<file path="config.mk">
export PLATFORM = sky130hd
export DESIGN_NAME = click_counter_display
export DESIGN_NICKNAME = d
export VERILOG_FILES = /design/src/rtl/click_counter_display.sv
export SDC_FILE = /design/constraint.sdc
export NUM_CORES = 1
export LEC_CHECK = 0
export CAP_MARGIN = 20
export CORE_MARGIN = 2
export CORE_UTILIZATION = 35
export CTS_BUF_LIST = sky130_fd_sc_hd__clkbuf_8 sky130_fd_sc_hd__clkbuf_16
export CTS_CLUSTER_DIAMETER = 40
export DETAILED_ROUTE_END_ITERATION = 12
export PLACE_DENSITY = 0.59
export SYNTH_ARGS = -nofsm -noshare
export SYNTH_HDL_FRONTEND = slang
export SYNTH_SLANG_ARGS = --single-unit
export TNS_END_PERCENT = 50
</file>
<file path="constraint.sdc">
create_clock -name clk -period 7.17 [get_ports clk]
set_input_delay 1.434 -clock clk [delete_from_list [all_inputs] [get_ports clk]]
set_output_delay 1.434 -clock clk [all_outputs]
set_load 0.05 [all_outputs]
</file>
<file path="src/rtl/click_counter_display.sv">
// Up/down BCD click counter driving a multiplexed, active-low 4-digit seven-segment display.
// Rising edges of add_click/sub_click step the count; digits are scanned every REFRESH_CYCLES clocks.
module click_counter_display #(
    parameter int unsigned REFRESH_CYCLES = 100000
) (
    input  logic        clk,
    input  logic        rst,
    input  logic        add_click,
    input  logic        sub_click,
    output logic [15:0] count_bcd,
    output logic [6:0]  seg,
    output logic        dp,
    output logic [3:0]  an
);

    localparam int unsigned CNT_W    = (REFRESH_CYCLES > 2) ? $clog2(REFRESH_CYCLES) : 1;
    localparam int unsigned DIGITS   = 4;
    localparam logic [CNT_W-1:0] CNT_LAST = CNT_W'(REFRESH_CYCLES - 1);

    // Active-low {g..a} pattern for one BCD digit; non-BCD codes blank the digit.
    function automatic logic [6:0] seg_decode(input logic [3:0] d);
        logic [6:0] s;
        case (d)
            4'd0:    s = 7'b1000000;
            4'd1:    s = 7'b1111001;
            4'd2:    s = 7'b0100100;
            4'd3:    s = 7'b0110000;
            4'd4:    s = 7'b0011001;
            4'd5:    s = 7'b0010010;
            4'd6:    s = 7'b0000010;
            4'd7:    s = 7'b1111000;
            4'd8:    s = 7'b0000000;
            4'd9:    s = 7'b0010000;
            default: s = 7'b1111111;
        endcase
        return s;
    endfunction

    logic             add_prev_q, add_prev_d;
    logic             sub_prev_q, sub_prev_d;
    logic [15:0]      count_q, count_d;
    logic [CNT_W-1:0] refresh_cnt_q, refresh_cnt_d;
    logic [1:0]       sel_q, sel_d;
    logic [3:0]       an_q, an_d;
    logic [6:0]       seg_q, seg_d;
    logic             dp_q;

    logic             inc, dec;
    logic             carry, borrow;
    logic [3:0]       digit;
    logic [3:0]       digit_sel;

    always_comb begin
        add_prev_d = add_click;
        sub_prev_d = sub_click;
        inc        = add_click & ~add_prev_q;
        dec        = sub_click & ~sub_prev_q;
    end

    // Ripple carry/borrow digit by digit so every digit stays 0..9.
    always_comb begin
        count_d = count_q;
        carry   = inc & ~dec;
        borrow  = dec & ~inc;
        digit   = 4'd0;
        for (int i = 0; i < DIGITS; i++) begin
            digit = count_q[4*i +: 4];
            if (carry) begin
                if (digit == 4'd9) begin
                    count_d[4*i +: 4] = 4'd0;
                end else begin
                    count_d[4*i +: 4] = digit + 4'd1;
                    carry             = 1'b0;
                end
            end else if (borrow) begin
                if (digit == 4'd0) begin
                    count_d[4*i +: 4] = 4'd9;
                end else begin
                    count_d[4*i +: 4] = digit - 4'd1;
                    borrow            = 1'b0;
                end
            end
        end
    end

    always_comb begin
        refresh_cnt_d = refresh_cnt_q + CNT_W'(1);
        sel_d         = sel_q;
        if (refresh_cnt_q == CNT_LAST) begin
            refresh_cnt_d = '0;
            sel_d         = sel_q + 2'd1;
        end
    end

    // Display follows the next digit index so an/seg switch together with sel.
    always_comb begin
        an_d      = 4'b1110;
        digit_sel = count_q[3:0];
        case (sel_d)
            2'd0: begin an_d = 4'b1110; digit_sel = count_q[3:0];   end
            2'd1: begin an_d = 4'b1101; digit_sel = count_q[7:4];   end
            2'd2: begin an_d = 4'b1011; digit_sel = count_q[11:8];  end
            2'd3: begin an_d = 4'b0111; digit_sel = count_q[15:12]; end
            default: begin an_d = 4'b1110; digit_sel = count_q[3:0]; end
        endcase
        seg_d = seg_decode(digit_sel);
    end

    always_ff @(posedge clk) begin
        if (rst) begin
            add_prev_q    <= 1'b1;
            sub_prev_q    <= 1'b1;
            count_q       <= 16'h0000;
            refresh_cnt_q <= '0;
            sel_q         <= 2'd0;
            an_q          <= 4'b1110;
            seg_q         <= 7'b1000000;
            dp_q          <= 1'b1;
        end else begin
            add_prev_q    <= add_prev_d;
            sub_prev_q    <= sub_prev_d;
            count_q       <= count_d;
            refresh_cnt_q <= refresh_cnt_d;
            sel_q         <= sel_d;
            an_q          <= an_d;
            seg_q         <= seg_d;
            dp_q          <= 1'b1;
        end
    end

    assign count_bcd = count_q;
    assign seg       = seg_q;
    assign dp        = dp_q;
    assign an        = an_q;

endmodule

</file>
* Yosys cells after proc, flatten, opt, wreduce, memory -nomap -nowiden
Memories as Yosys holds them, arrays and structs flattened. A register that Yosys moved wholly into a read port is not among the register bits.
Cells that the tools add are included.
** Word-level totals
- Output and inout bits :: 28
- RAM bits :: 0
- Input bits :: 4
- Bits in latches :: 0
- Bits in registers :: 41
- Bits in read-only memories :: 112
- Logic and storage cells :: 80
- Memories :: 1
** Memory list
- (name not given) :: depth 16, bits a word 7, rd ports 1, clocked after memory_dff 1, write ports 0, RTL line 23 : case (d)
** Cells by class
- $add $sub $neg :: 10
- Multiplexer cells :: 34
- Equal/unequal tests :: 8
- Shift operators :: 0
- Reductions and logical operators :: 10
- Divide/modulo/power cells :: 0
- Bitwise logic cells :: 8
- Magnitude comparators :: 0
- Multipliers :: 0
** Operators by type and width (count)
- $mux 4 :: 16
- $pmux 4 s4 :: 2
- $add 17x1->17 const B :: 1
- $eq 17x17->1 const B :: 1
- $add 4x1->4 const B :: 4
- $eq 4x4->1 const B :: 4
- $logic_not 4->1 :: 4
- $sub 4x1->4 const B :: 4
- $mux 1 :: 15
- $reduce_bool 2->1 :: 4
- $and 1x1->1 :: 4
- $eq 2x2->1 const B :: 2
- $not 1->1 :: 4
- $add 2x1->2 const B :: 1
- $eq 2x1->1 const B :: 1
- $logic_not 2->1 :: 1
- $mux 2 :: 1
- $reduce_or 2->1 :: 1

* Depth between registers and ports, before layout
Gate-level depths: netlist of the first run.
- Depth in word-level cells :: 12
- Mapped depth :: 10
- Mapped depth without buffers :: 9

* Worst setup path after synthesis of the first run
No wires, ideal clock.
- Path kind :: input-to-reg
- Start :: input add_click
- End :: register count_q[10] (netlist: count_bcd[10])
- Buffers on the path :: 1
- Stages :: 10
- Library setup time :: 0.059 ns
- Required time :: 7.111 ns
- Arrival time :: 3.579 ns
- Setup slack :: 3.532 ns
- Cells stage by stage :: nand2b_1 -> inv_1 -> ha_1 -> clkbuf_1 -> nor4bb_1 -> nand2_1 -> o22a_1 -> or4b_2 -> o21ai_0 -> o211a_1
** On the way
- Word-level cells in the longest chain between the ends :: 8
- Elaborated cells between the ends (all ways) :: 12
- Those cells by class :: mux (7); bitwise (4); reduce/logical (1)
** Ends and longest elaborated chain
- start: declaration :: RTL line 8 : input logic add_click,
- $and 1x1->1 * :: RTL line 56 : inc = add_click & ~add_prev_q;
- $not 1->1 :: RTL line 64 : borrow = dec & ~inc;
- $and 1x1->1 :: RTL line 64
- $mux 1 :: RTL line 75 : end else if (borrow) begin
- $mux 1 :: RTL line 68 : if (carry) begin
- $mux 1 :: RTL line 75
- $mux 1 :: RTL line 68
- $reduce_bool 2->1 (no line)
- end signal: assignment :: RTL line 122 : count_q <= count_d;
- end: declaration :: RTL line 41 : logic [15:0] count_q, count_d;
Mark *: on every way between the ends. The rest lies on a longest branch, timed or not.
A chain may end at the register's enable or synchronous reset.

* Final worst setup path of the first run
Ends and elaborated chain as after synthesis.

==> results of run 1 <==
==> stage by stage <==
step / util / instance area (sq um)
after floorplan: - / 2696
after global placement: 0.3984 / 3030
after detailed placement: 0.3984 / 3030
after CTS: 0.4143 / 3152
after global routing: 0.4150 / 3157
final: 0.4150 / 3157
==> area by class of cell <==
type,count,area [sq um],share of cell area
timing repair buffer,32,312.8,0.09909
multi-input combinational,242,1578,0.4998
clock inverter,2,38.79,0.01229
sequential,48,960.9,0.3044
inverter,15,56.30,0.01784
tap,102,127.6,0.04043
clock buffer,6,82.58,0.02616
==> routing by layer <==
layer  global-route usage  vias to the layer above  wire length [microns]
li1                     -                     1194                      -
met1               0.1995                     1080                   2884
met2               0.2089                       41                   2546
met3              0.03205                        6                    200
met4              0.05846                        0                     78
met5                    0                        -                      0
==> worst min-delay path, cell delays in order (launching register included) <==
cell     delay, ns
dfxtp_1       0.33
o21ai_0       0.08
a21oi_1       0.06
==> flip-flops by register name (all words and copies together) (netlist names) <==
register / flops
add_prev_q: 1
an: 4
count_bcd: 16
refresh_cnt_q: 17
seg: 7
sel_q: 2
sub_prev_q: 1
==> logic make-up (layout without fill, tap and decap cells) <==
| logic type | count (synthesis) | count (layout) | share of synthesized area |
|---|---|---|---|
| AND/OR/NAND/NOR | 134 | 134 | 0.2668 |
| AO/OA/AOI/OAI | 67 | 67 | 0.1689 |
| flip-flops | 48 | 48 | 0.3564 |
| buffers and inverters | 39 | 55 | 0.05847 |
| XOR/XNOR | 22 | 22 | 0.07425 |
| multiplexers | 12 | 12 | 0.04594 |
| adder cells (fa/ha/maj) | 6 | 6 | 0.02784 |
| other | 1 | 1 | 0.001391 |
==> cells in the final DEF, fill, tap and decap left out, types with 2 or more instances in the layout <==
master           count
dfxtp_1             48
nor2_1              45
clkdlybuf4s50_1     30
a21oi_1             20
nand2_1             18
inv_1               14
o21ai_0             14
nor3_1              12
xnor2_1             11
xor2_1              10
mux2i_1              9
nand3_1              9
or3_1                8
nand2b_1             7
a31oi_1              6
a221oi_1             6
ha_1                 6
clkbuf_8             6
nor4_1               5
nand4bb_1            4
nand4_1              4
nor2b_1              4
or2_2                4
and3_1               3
mux2_2               2
nor4bb_1             2
or4_1                2
o21a_1               2
or4b_2               2
o311ai_0             2
a2bb2oi_1            2
a21o_1               2
==> power by group through the flow <==
stage               clock network (W)  logic (W)  registers [W]
finish                       0.000207  0.0000929       0.000290
global route                 0.000221   0.000102       0.000293
CTS                          0.000212  0.0000933       0.000290
detailed placement                  0  0.0000927       0.000296
global placement                    0  0.0000916       0.000296
floorplan                           0  0.0000543       0.000310
==> path summary, 6_finish.rpt <==
path	startpoint	end	slack [ns]	depth (start not counted)
setup / recovery	add_click	count_bcd[10]$_SDFFE_PP0P_	3.19	10
hold / removal	refresh_cnt_q[14]$_SDFF_PP0_	refresh_cnt_q[14]$_SDFF_PP0_	0.51	2
setup reg to reg	refresh_cnt_q[5]$_SDFF_PP0_	seg[4]$_SDFF_PP0_	4.00	7
hold reg to reg	refresh_cnt_q[14]$_SDFF_PP0_	refresh_cnt_q[14]$_SDFF_PP0_	0.51	2
==> metrics.txt, run 1 <==
Post-synth top cells dfxtp_1, nor2_1, a21oi_1, clkbuf_1, nand2_1; # diodes 0; setup ws final 3.194 ns; Die W 91.77 microns; Max FO, Critical Path 9; Worst-path clk slew 0.09 ns; max_slew headroom 0.4907; row cnt 32; Syn-to-layout area delta 17.08%; CTS max path bufs 2; Hold WC Path Type reg -> reg; final HPWL from detailed placement 3916 microns; die area 8422 sq um; worst path required time 7.42 ns; top cell type's share of synthesized area 0.3564; share of power burned in registers 0.492; RSZ-0062 raised after global routing no; Root Driver clkbuf_8; status finished clean; ys flop type dfxtp_1; Die H 91.77 microns; Routed WL 5709 microns; pre-CTS WS 2.893 ns; fin cells 447; Starting DRT DRC Count 98; CTS tree done; leakage power 1.111 nW; vias post-DR 2321; # setup viols final 0; Sink Count 48; share of post-route cells with drive strength above 1 0.06667; most common cell in the netlist dfxtp_1; # resized after CTS 0; largest net degree at the start of global routing 32; ranking of synthesized cells by area dfxtp_1, nor2_1, a21oi_1; Synth Warn # 0; crit path kind in -> reg; critical-path cell list clkdlybuf4s50_1, nand2b_1, inv_1, ha_1, nor4bb_1, nand2_1, o22a_1, or4b_2, o21ai_0, o211a_1; IO buf count 30; CTS Buf Count 5; routability congestion estimate from global placement 0.8248; Final Hold Viols 0; slowest CP cell or4b_2; worst hold slack 0.5112 ns; power per cell area 186.9 nW/um^2; Yosys top cell by area dfxtp_1; number of synthesized register bits 48; Post-synth EDFFs 0; crit path DAT 4.22 ns; Max Fclk 251.5 MHz; max cap viols 0; Final ANT Viol Nets 0; Post-CTS Hold Buffers 0; final setup TNS 0 ns; internal power 0.0004257 W; Post-synth ARST share 0; Placed Cells 438; initial core utilization 0.3544; layout net count 354; Worst Skew 0.009967 ns; Switching Fraction 0.2785; Tmin final 3.976 ns; Wirelength per Cell 12.77 microns; syn_nets 339; Comb pwr share 0.157; Startpoint Class input port; Post-route DRC 0; clock network power share 0.351; Post-Syn Area 2696 sq um; setup bufs post-CTS 0; worst skew pair latency 0.30 ns; IO Pins 32; vias in the first global route 2078; DR pass1 iterations 4; Filler Cells Inserted 792; Mapped Avg Cell Area 8.196 sq um; All-Layer GR Usage 0.1418; Final Cycle Share 0.5546; CP peak stage delay 0.61 ns; Netlist cell types 56; initial antenna violation count 0; Worst path top cell family by delay simple AND/OR/NAND/NOR gates; CP Buf/Inv Count 2; VDD IR max 0.00008115 V; total power 0.0005900 W; gr ovfl total 0; first-pass GRT wire length 9908 microns; Final Max Tran Viols 0; DR vias/cell 5.192; Critical Path Sink Type register; NetSw 0.0001643 W; sequential-to-total area share from yosys stat 0.3564; synthesized netlist cell count 329; core area 7607 sq um; H-tree level count 2; worst-margin pin slew 0.7560 ns
Power figures use the tool's default switching activity.
==> run 2, diff against run 1 <==
- clock period: 7.17 -> 4.1 ns (I/O delays scaled with it)
==> run 2 against run 1 <==
  * Sequential power up 75%
  * Sequential cell count is the same
  * Register-to-register slack worse by 2.9 ns
  * Clock power is 74% higher
  * Sequential share of layout area down 0.17 points
  * Setup slack worse by 2.5 ns
  * Largest power group unchanged
  * Power is 74% higher
  * Largest cell class unchanged
  * Via count is 0.56% higher
==> metrics.txt, run 2 (same netlist as run 1, synthesis figures left out) <==
status finished clean (unchanged); most common cell after layout, fill and taps aside dfxtp_1 (unchanged); gr ovfl total 0 (unchanged); Worst Skew 0.01139 ns (was 0.009967 ns); crit path kind in -> reg (unchanged); core area 7607 sq um (unchanged); CTS max path bufs 2 (unchanged); leakage power 1.123 nW (was 1.111 nW); fin area 3174 sq um (was 3157 sq um); max FFs per register 17 (unchanged); Sink Count 48 (unchanged); Root Driver clkbuf_8 (unchanged); first-pass GRT wire length 10060 microns (was 9908 microns); DR vias/cell 5.198 (was 5.192); Final ANT Viol Nets 0 (unchanged); IO Pins 32 (unchanged); Final Hold Viols 0 (unchanged); row cnt 32 (unchanged); crit path capture count_bcd[10]$_SDFFE_PP0P_ (unchanged); Worst path top cell family by delay simple AND/OR/NAND/NOR gates (unchanged); Critical Path Sink Type register (unchanged); CTS tree done (unchanged); Filler Cells Inserted 774 (was 792); Top reg by flops refresh_cnt_q (unchanged); Max Fclk 296.7 MHz; setup bufs post-CTS 0 (unchanged); max cap viols 0 (unchanged); initial antenna violation count 0 (unchanged); Reg2Reg Capture Point seg[4]$_SDFF_PP0_ (unchanged); initial core utilization 0.3544 (unchanged); Startpoint Class input port (unchanged); Worst-path clk slew 0.09 ns (about the same); FF-to-FF Start refresh_cnt_q[5]$_SDFF_PP0_ (unchanged); Final Max Tran Viols 0 (unchanged); largest net degree at the start of global routing 20 (was 32); Syn-to-layout area delta 17.73% (was 17.08%); Post-CTS Hold Buffers 0 (unchanged); layout net count 356 (was 354); power per cell area 324.3 nW/um^2 (was 186.9 nW/um^2); R2R setup slack 1.12 ns (was 4.00 ns); CP Launch Point add_click (unchanged); CP Buf/Inv Count 2 (unchanged); Hold WC Path Type reg -> reg (unchanged); CTS Buf Count 5 (unchanged); routability congestion estimate from global placement 0.8612 (was 0.8248); Routed WL 5624 microns (was 5709 microns); Post-route DRC 0 (unchanged); setup ws final 0.7301 ns (was 3.194 ns); pre-CTS WS 0.4299 ns (was 2.893 ns); worst skew pair latency 0.30 ns (about the same); Final Cycle Share 0.8219; All-Layer GR Usage 0.1421 (was 0.1418); Wirelength per Cell 12.53 microns (was 12.77 microns); # diodes 0 (unchanged); # setup viols final 0 (unchanged); max_slew headroom 0.4855 (was 0.4907); CP Depth 10 (unchanged); VDD IR max 0.0002129 V (was 0.00008115 V); R2R depth 8 (was 7); critical-path cell list clkdlybuf4s50_1, nand2b_1, inv_1, ha_1, nor4bb_1, nand2_1, o22a_1, or4b_2, o21ai_0, o211a_1 (unchanged); worst-margin pin slew 0.7636 ns (was 0.7560 ns); Max FO, Critical Path 9 (unchanged); final setup TNS 0 ns (unchanged); die area 8422 sq um (unchanged); H-tree level count 2 (unchanged); worst path required time 4.35 ns (was 7.42 ns); most frequent cells in the layout dfxtp_1, nor2_1, clkdlybuf4s50_1 (unchanged); crit path DAT 3.62 ns (was 4.22 ns); vias in the first global route 2194 (was 2078); CP peak stage delay 0.60 ns (was 0.61 ns); Placed Area 3053 sq um (was 3030 sq um); slowest CP cell or4b_2 (unchanged); final HPWL from detailed placement 3979 microns (was 3916 microns); Starting DRT DRC Count 88 (was 98); vias post-DR 2334 (was 2321); # resized after CTS 0 (unchanged); DR pass1 iterations 5 (was 4); Tmin final 3.370 ns; Die H 91.77 microns (unchanged); RSZ-0062 raised after global routing no (unchanged); IO buf count 30 (unchanged); Die W 91.77 microns (unchanged); share of post-route cells with drive strength above 1 0.07205 (was 0.06667)
run 2: cell count changes in the layout (fill, tap and decap cells not counted):
| cell | before | now |
|---|---|---|
| buf_4 | 1 | 4 |
| clkbuf_2 | 1 | 0 |
run 2: area by class of cell:
type / instances / area, sq um / share of cell area
sequential: 48 / 960.9 / 0.3027
timing repair buffer: 34 / 330.3 / 0.1041
clock buffer: 6 / 82.58 / 0.02602
multi-input combinational: 242 / 1578 / 0.4970
tap: 102 / 127.6 / 0.04020
inverter: 15 / 56.30 / 0.01774
clock inverter: 2 / 38.79 / 0.01222
run 2: worst min-delay path by stage:
stage,startpoint,depth (start not counted),to
6_report,refresh_cnt_q[0]$_SDFF_PP0_,1,refresh_cnt_q[0]$_SDFF_PP0_
5_1_grt,refresh_cnt_q[0]$_SDFF_PP0_,1,refresh_cnt_q[0]$_SDFF_PP0_
4_1_cts,refresh_cnt_q[0]$_SDFF_PP0_,1,refresh_cnt_q[0]$_SDFF_PP0_
3_5_place_dp,refresh_cnt_q[0]$_SDFF_PP0_,1,refresh_cnt_q[0]$_SDFF_PP0_
3_3_place_gp,refresh_cnt_q[0]$_SDFF_PP0_,1,refresh_cnt_q[0]$_SDFF_PP0_
2_1_floorplan,refresh_cnt_q[0]$_SDFF_PP0_,1,refresh_cnt_q[0]$_SDFF_PP0_
run 2: through the flow:
step	util	std cells	hold slack (ns)	power, W
after detailed placement	0.4013	441	0.4584	0.0006796
after global placement	0.4013	441	0.4417	0.0006782
final	0.4173	449	0.4769	0.001030
after global routing	0.4173	449	0.5101	0.001077
after CTS	0.4173	449	0.4815	0.001042
after floorplan	-	329	0.4295	0.0006371
run 2: metal layers:
metal	track usage	share of wire	up-vias
met2	0.2249	0.45	43
li1	-	-	1191
met3	0.03040	0.034	8
met1	0.1934	0.50	1092
met5	0	0	-
met4	0.04478	0.012	0
run 2: power by group:
part           internal (W)  switching, W
clock network      0.000200      0.000161
logic             0.0000638     0.0000978
registers          0.000481     0.0000261
run 2: worst reg2reg max path, stage by stage (launching register included):
cell      delay, ns
dfxtp_1        0.35
or4b_4         0.55
nor4_4         0.14
buf_4          0.22
mux2i_1        0.43
o221ai_1       0.32
ha_1           0.31
mux2_1         0.29
a221oi_1       0.25
==> run 3, diff against run 2 <==
- PLACE_DENSITY: 0.59 -> 0.61
- clock period: 4.1 -> 2.9 ns (I/O delays scaled with it)
==> run 3 against run 2 <==
  * Clock power increased by 15%
  * Sequential power increased by 41%
  * Die area unchanged
  * Register-to-register slack got worse by 0.88 ns
  * Combinational power increased by 51%
  * Count of clock-buffer cells in the layout decreased by 1
  * Setup slack got worse by 0.60 ns
  * Non-clock buffer count increased by 13
  * Critical path type unchanged
  * Design area increased by 2.4%
  * Sequential cell count unchanged
  * Critical path depth increased by 1
  * Sequential share of layout area decreased by 0.70 points
==> metrics.txt, run 3 (same netlist as run 1, synthesis figures left out) <==
Die H 91.77 microns (unchanged); met2 GRT Util 0.2047 (was 0.2249); worst path required time 3.16 ns (was 4.35 ns); GRT met1 Usage 0.1879 (was 0.1934); Root Driver clkbuf_8 (unchanged); Startpoint Class input port (unchanged); Final Cycle Share 0.9560; Hold WC Path Type reg -> reg (unchanged); most frequent cells in the layout dfxtp_1, nor2_1, clkdlybuf4s50_1 (unchanged); row cnt 32 (unchanged); Final ANT Viol Nets 0 (unchanged); fin cells 462 (was 449); initial core utilization 0.3544 (unchanged); VDD IR max 0.0001653 V (was 0.0002129 V); worst skew pair latency 0.31 ns (was 0.30 ns); leakage power 1.164 nW (was 1.123 nW); Max FO, Critical Path 2 (was 9); Syn-to-layout area delta 20.51% (was 17.73%); # setup viols final 0 (unchanged); IO Pins 32 (unchanged); Critical Path Sink Type register (unchanged); Worst-path clk slew 0.10 ns (was 0.09 ns); Top reg by flops refresh_cnt_q (unchanged); All-Layer GR Usage 0.1348 (was 0.1421); die area 8422 sq um (unchanged); DR vias/cell 5.091 (was 5.198); max_slew headroom 0.5415 (was 0.4855); Most Used Layer, Global Route met2 (unchanged); CTS Buf Count 5 (unchanged); vias in the first global route 2001 (was 2194); core area 7607 sq um (unchanged); CTS max path bufs 2 (unchanged); crit path kind in -> reg (unchanged); status finished clean (unchanged); # diodes 0 (unchanged); Tmin final 2.772 ns; layout net count 369 (was 356); vias post-DR 2352 (was 2334); share of post-route cells with drive strength above 1 0.1083 (was 0.07205); max FFs per register 17 (unchanged); Starting DRT DRC Count 110 (was 88); worst-margin pin slew 0.6805 ns (was 0.7636 ns); largest net degree at the start of global routing 21 (was 20); hold path startpoint refresh_cnt_q[0]$_SDFF_PP0_ (unchanged); Reg2Reg Capture Point seg[4]$_SDFF_PP0_ (unchanged); Final Max Tran Viols 0 (unchanged); Cells on Worst Hold Path 1 (unchanged); R2R setup slack 0.24 ns (was 1.12 ns); IO buf count 30 (unchanged); routability congestion estimate from global placement 0.8701 (was 0.8612); first-pass GRT wire length 9356 microns (was 10060 microns); Max Fclk 360.7 MHz; initial antenna violation count 0 (unchanged); Hold Path End refresh_cnt_q[0]$_SDFF_PP0_ (unchanged); Placed Cells 454 (was 441); Post-route DRC 0 (unchanged); Wirelength per Cell 12.48 microns (was 12.53 microns); FF-to-FF Start refresh_cnt_q[4]$_SDFF_PP0_ (was refresh_cnt_q[5]$_SDFF_PP0_); grt met3 use 0.03122 (was 0.03040); gr ovfl total 0 (unchanged); most common cell after layout, fill and taps aside dfxtp_1 (unchanged); R2R depth 8 (unchanged); H-tree level count 2 (unchanged); setup ws final 0.1276 ns (was 0.7301 ns); Routed WL 5768 microns (was 5624 microns); Final Hold Viols 0 (unchanged); Sink Count 48 (unchanged); setup bufs post-CTS 0 (unchanged); power per cell area 422.7 nW/um^2 (was 324.3 nW/um^2); crit path DAT 3.03 ns (was 3.62 ns); CP Launch Point add_click (unchanged); Die W 91.77 microns (unchanged); max cap viols 0 (unchanged); pre-CTS WS -0.2253 ns (was 0.4299 ns); CTS tree done (unchanged); Worst Skew 0.01175 ns (was 0.01139 ns); final HPWL from detailed placement 4062 microns (was 3979 microns); DR pass1 iterations 4 (was 5)
## run 3: cell count changes in the layout (fill, tap and decap cells not counted), sizes merged
cell,before,now
clkinvlp,0,2
bufinv,1,0
clkbuf,6,5
buf,4,17
## run 3: layer usage
| metal | share of wire | wire (microns) | vias to the layer above |
|---|---|---|---|
| met5 | 0 | 0 | - |
| met4 | 0.013 | 77 | 0 |
| met3 | 0.037 | 215 | 6 |
| met2 | 0.45 | 2582 | 36 |
| met1 | 0.50 | 2892 | 1087 |
| li1 | - | - | 1223 |
## run 3: critical path: stages
cell,delay (ns)
clkdlybuf4s50_1,0.49
nand2b_1,0.08
inv_1,0.06
ha_1,0.16
nor4bb_2,0.37
buf_4,0.18
a21oi_1,0.06
o22a_1,0.21
or4b_2,0.60
o21ai_0,0.10
o211a_1,0.15
## run 3: per-stage QoR
step                      instance area (sq um)  total power, W    util  hold slack, ns   TNS, ns
final                                      3249        0.001374  0.4271          0.4749         0
after global routing                       3249        0.001442  0.4271          0.5202  -0.03048
after global placement                     3151       0.0009714  0.4141          0.4459   -0.5412
after floorplan                            2696       0.0009008       -          0.4295         0
after CTS                                  3243        0.001393  0.4263          0.4780         0
after detailed placement                   3151       0.0009739  0.4141          0.4540   -0.7353
## run 3: area by class of cell
class                      instances  area, sq um
clock buffer                       5        68.82
timing repair buffer              47        427.9
sequential                        48        960.9
clock inverter                     3        23.77
tap                              102        127.6
fill                             757         4358
inverter                          15        56.30
multi-input combinational        242         1584
## run 3: worst max-delay path by stage
| stage | endpoint |
|---|---|
| 3_3_place_gp | count_bcd[10]$_SDFFE_PP0P_ |
| 6_report | count_bcd[10]$_SDFFE_PP0P_ |
| 2_1_floorplan | seg[4]$_SDFF_PP0_ |
| 3_5_place_dp | count_bcd[10]$_SDFFE_PP0P_ |
| 5_1_grt | count_bcd[10]$_SDFFE_PP0P_ |
| 4_1_cts | count_bcd[10]$_SDFFE_PP0P_ |
## run 3: what timing repair did
| item | 4_1_cts | 5_1_grt |
|---|---|---|
| gates resized for setup | 0 | 1 |
| hold buffers | 0 | 0 |
| endpoints found under the setup margin | 0 | 5 |
## run 3: where the power goes
part           switching (W)  internal, W
Sequential         0.0000335     0.000680
Combinational       0.000144     0.000101
Clock               0.000243     0.000171
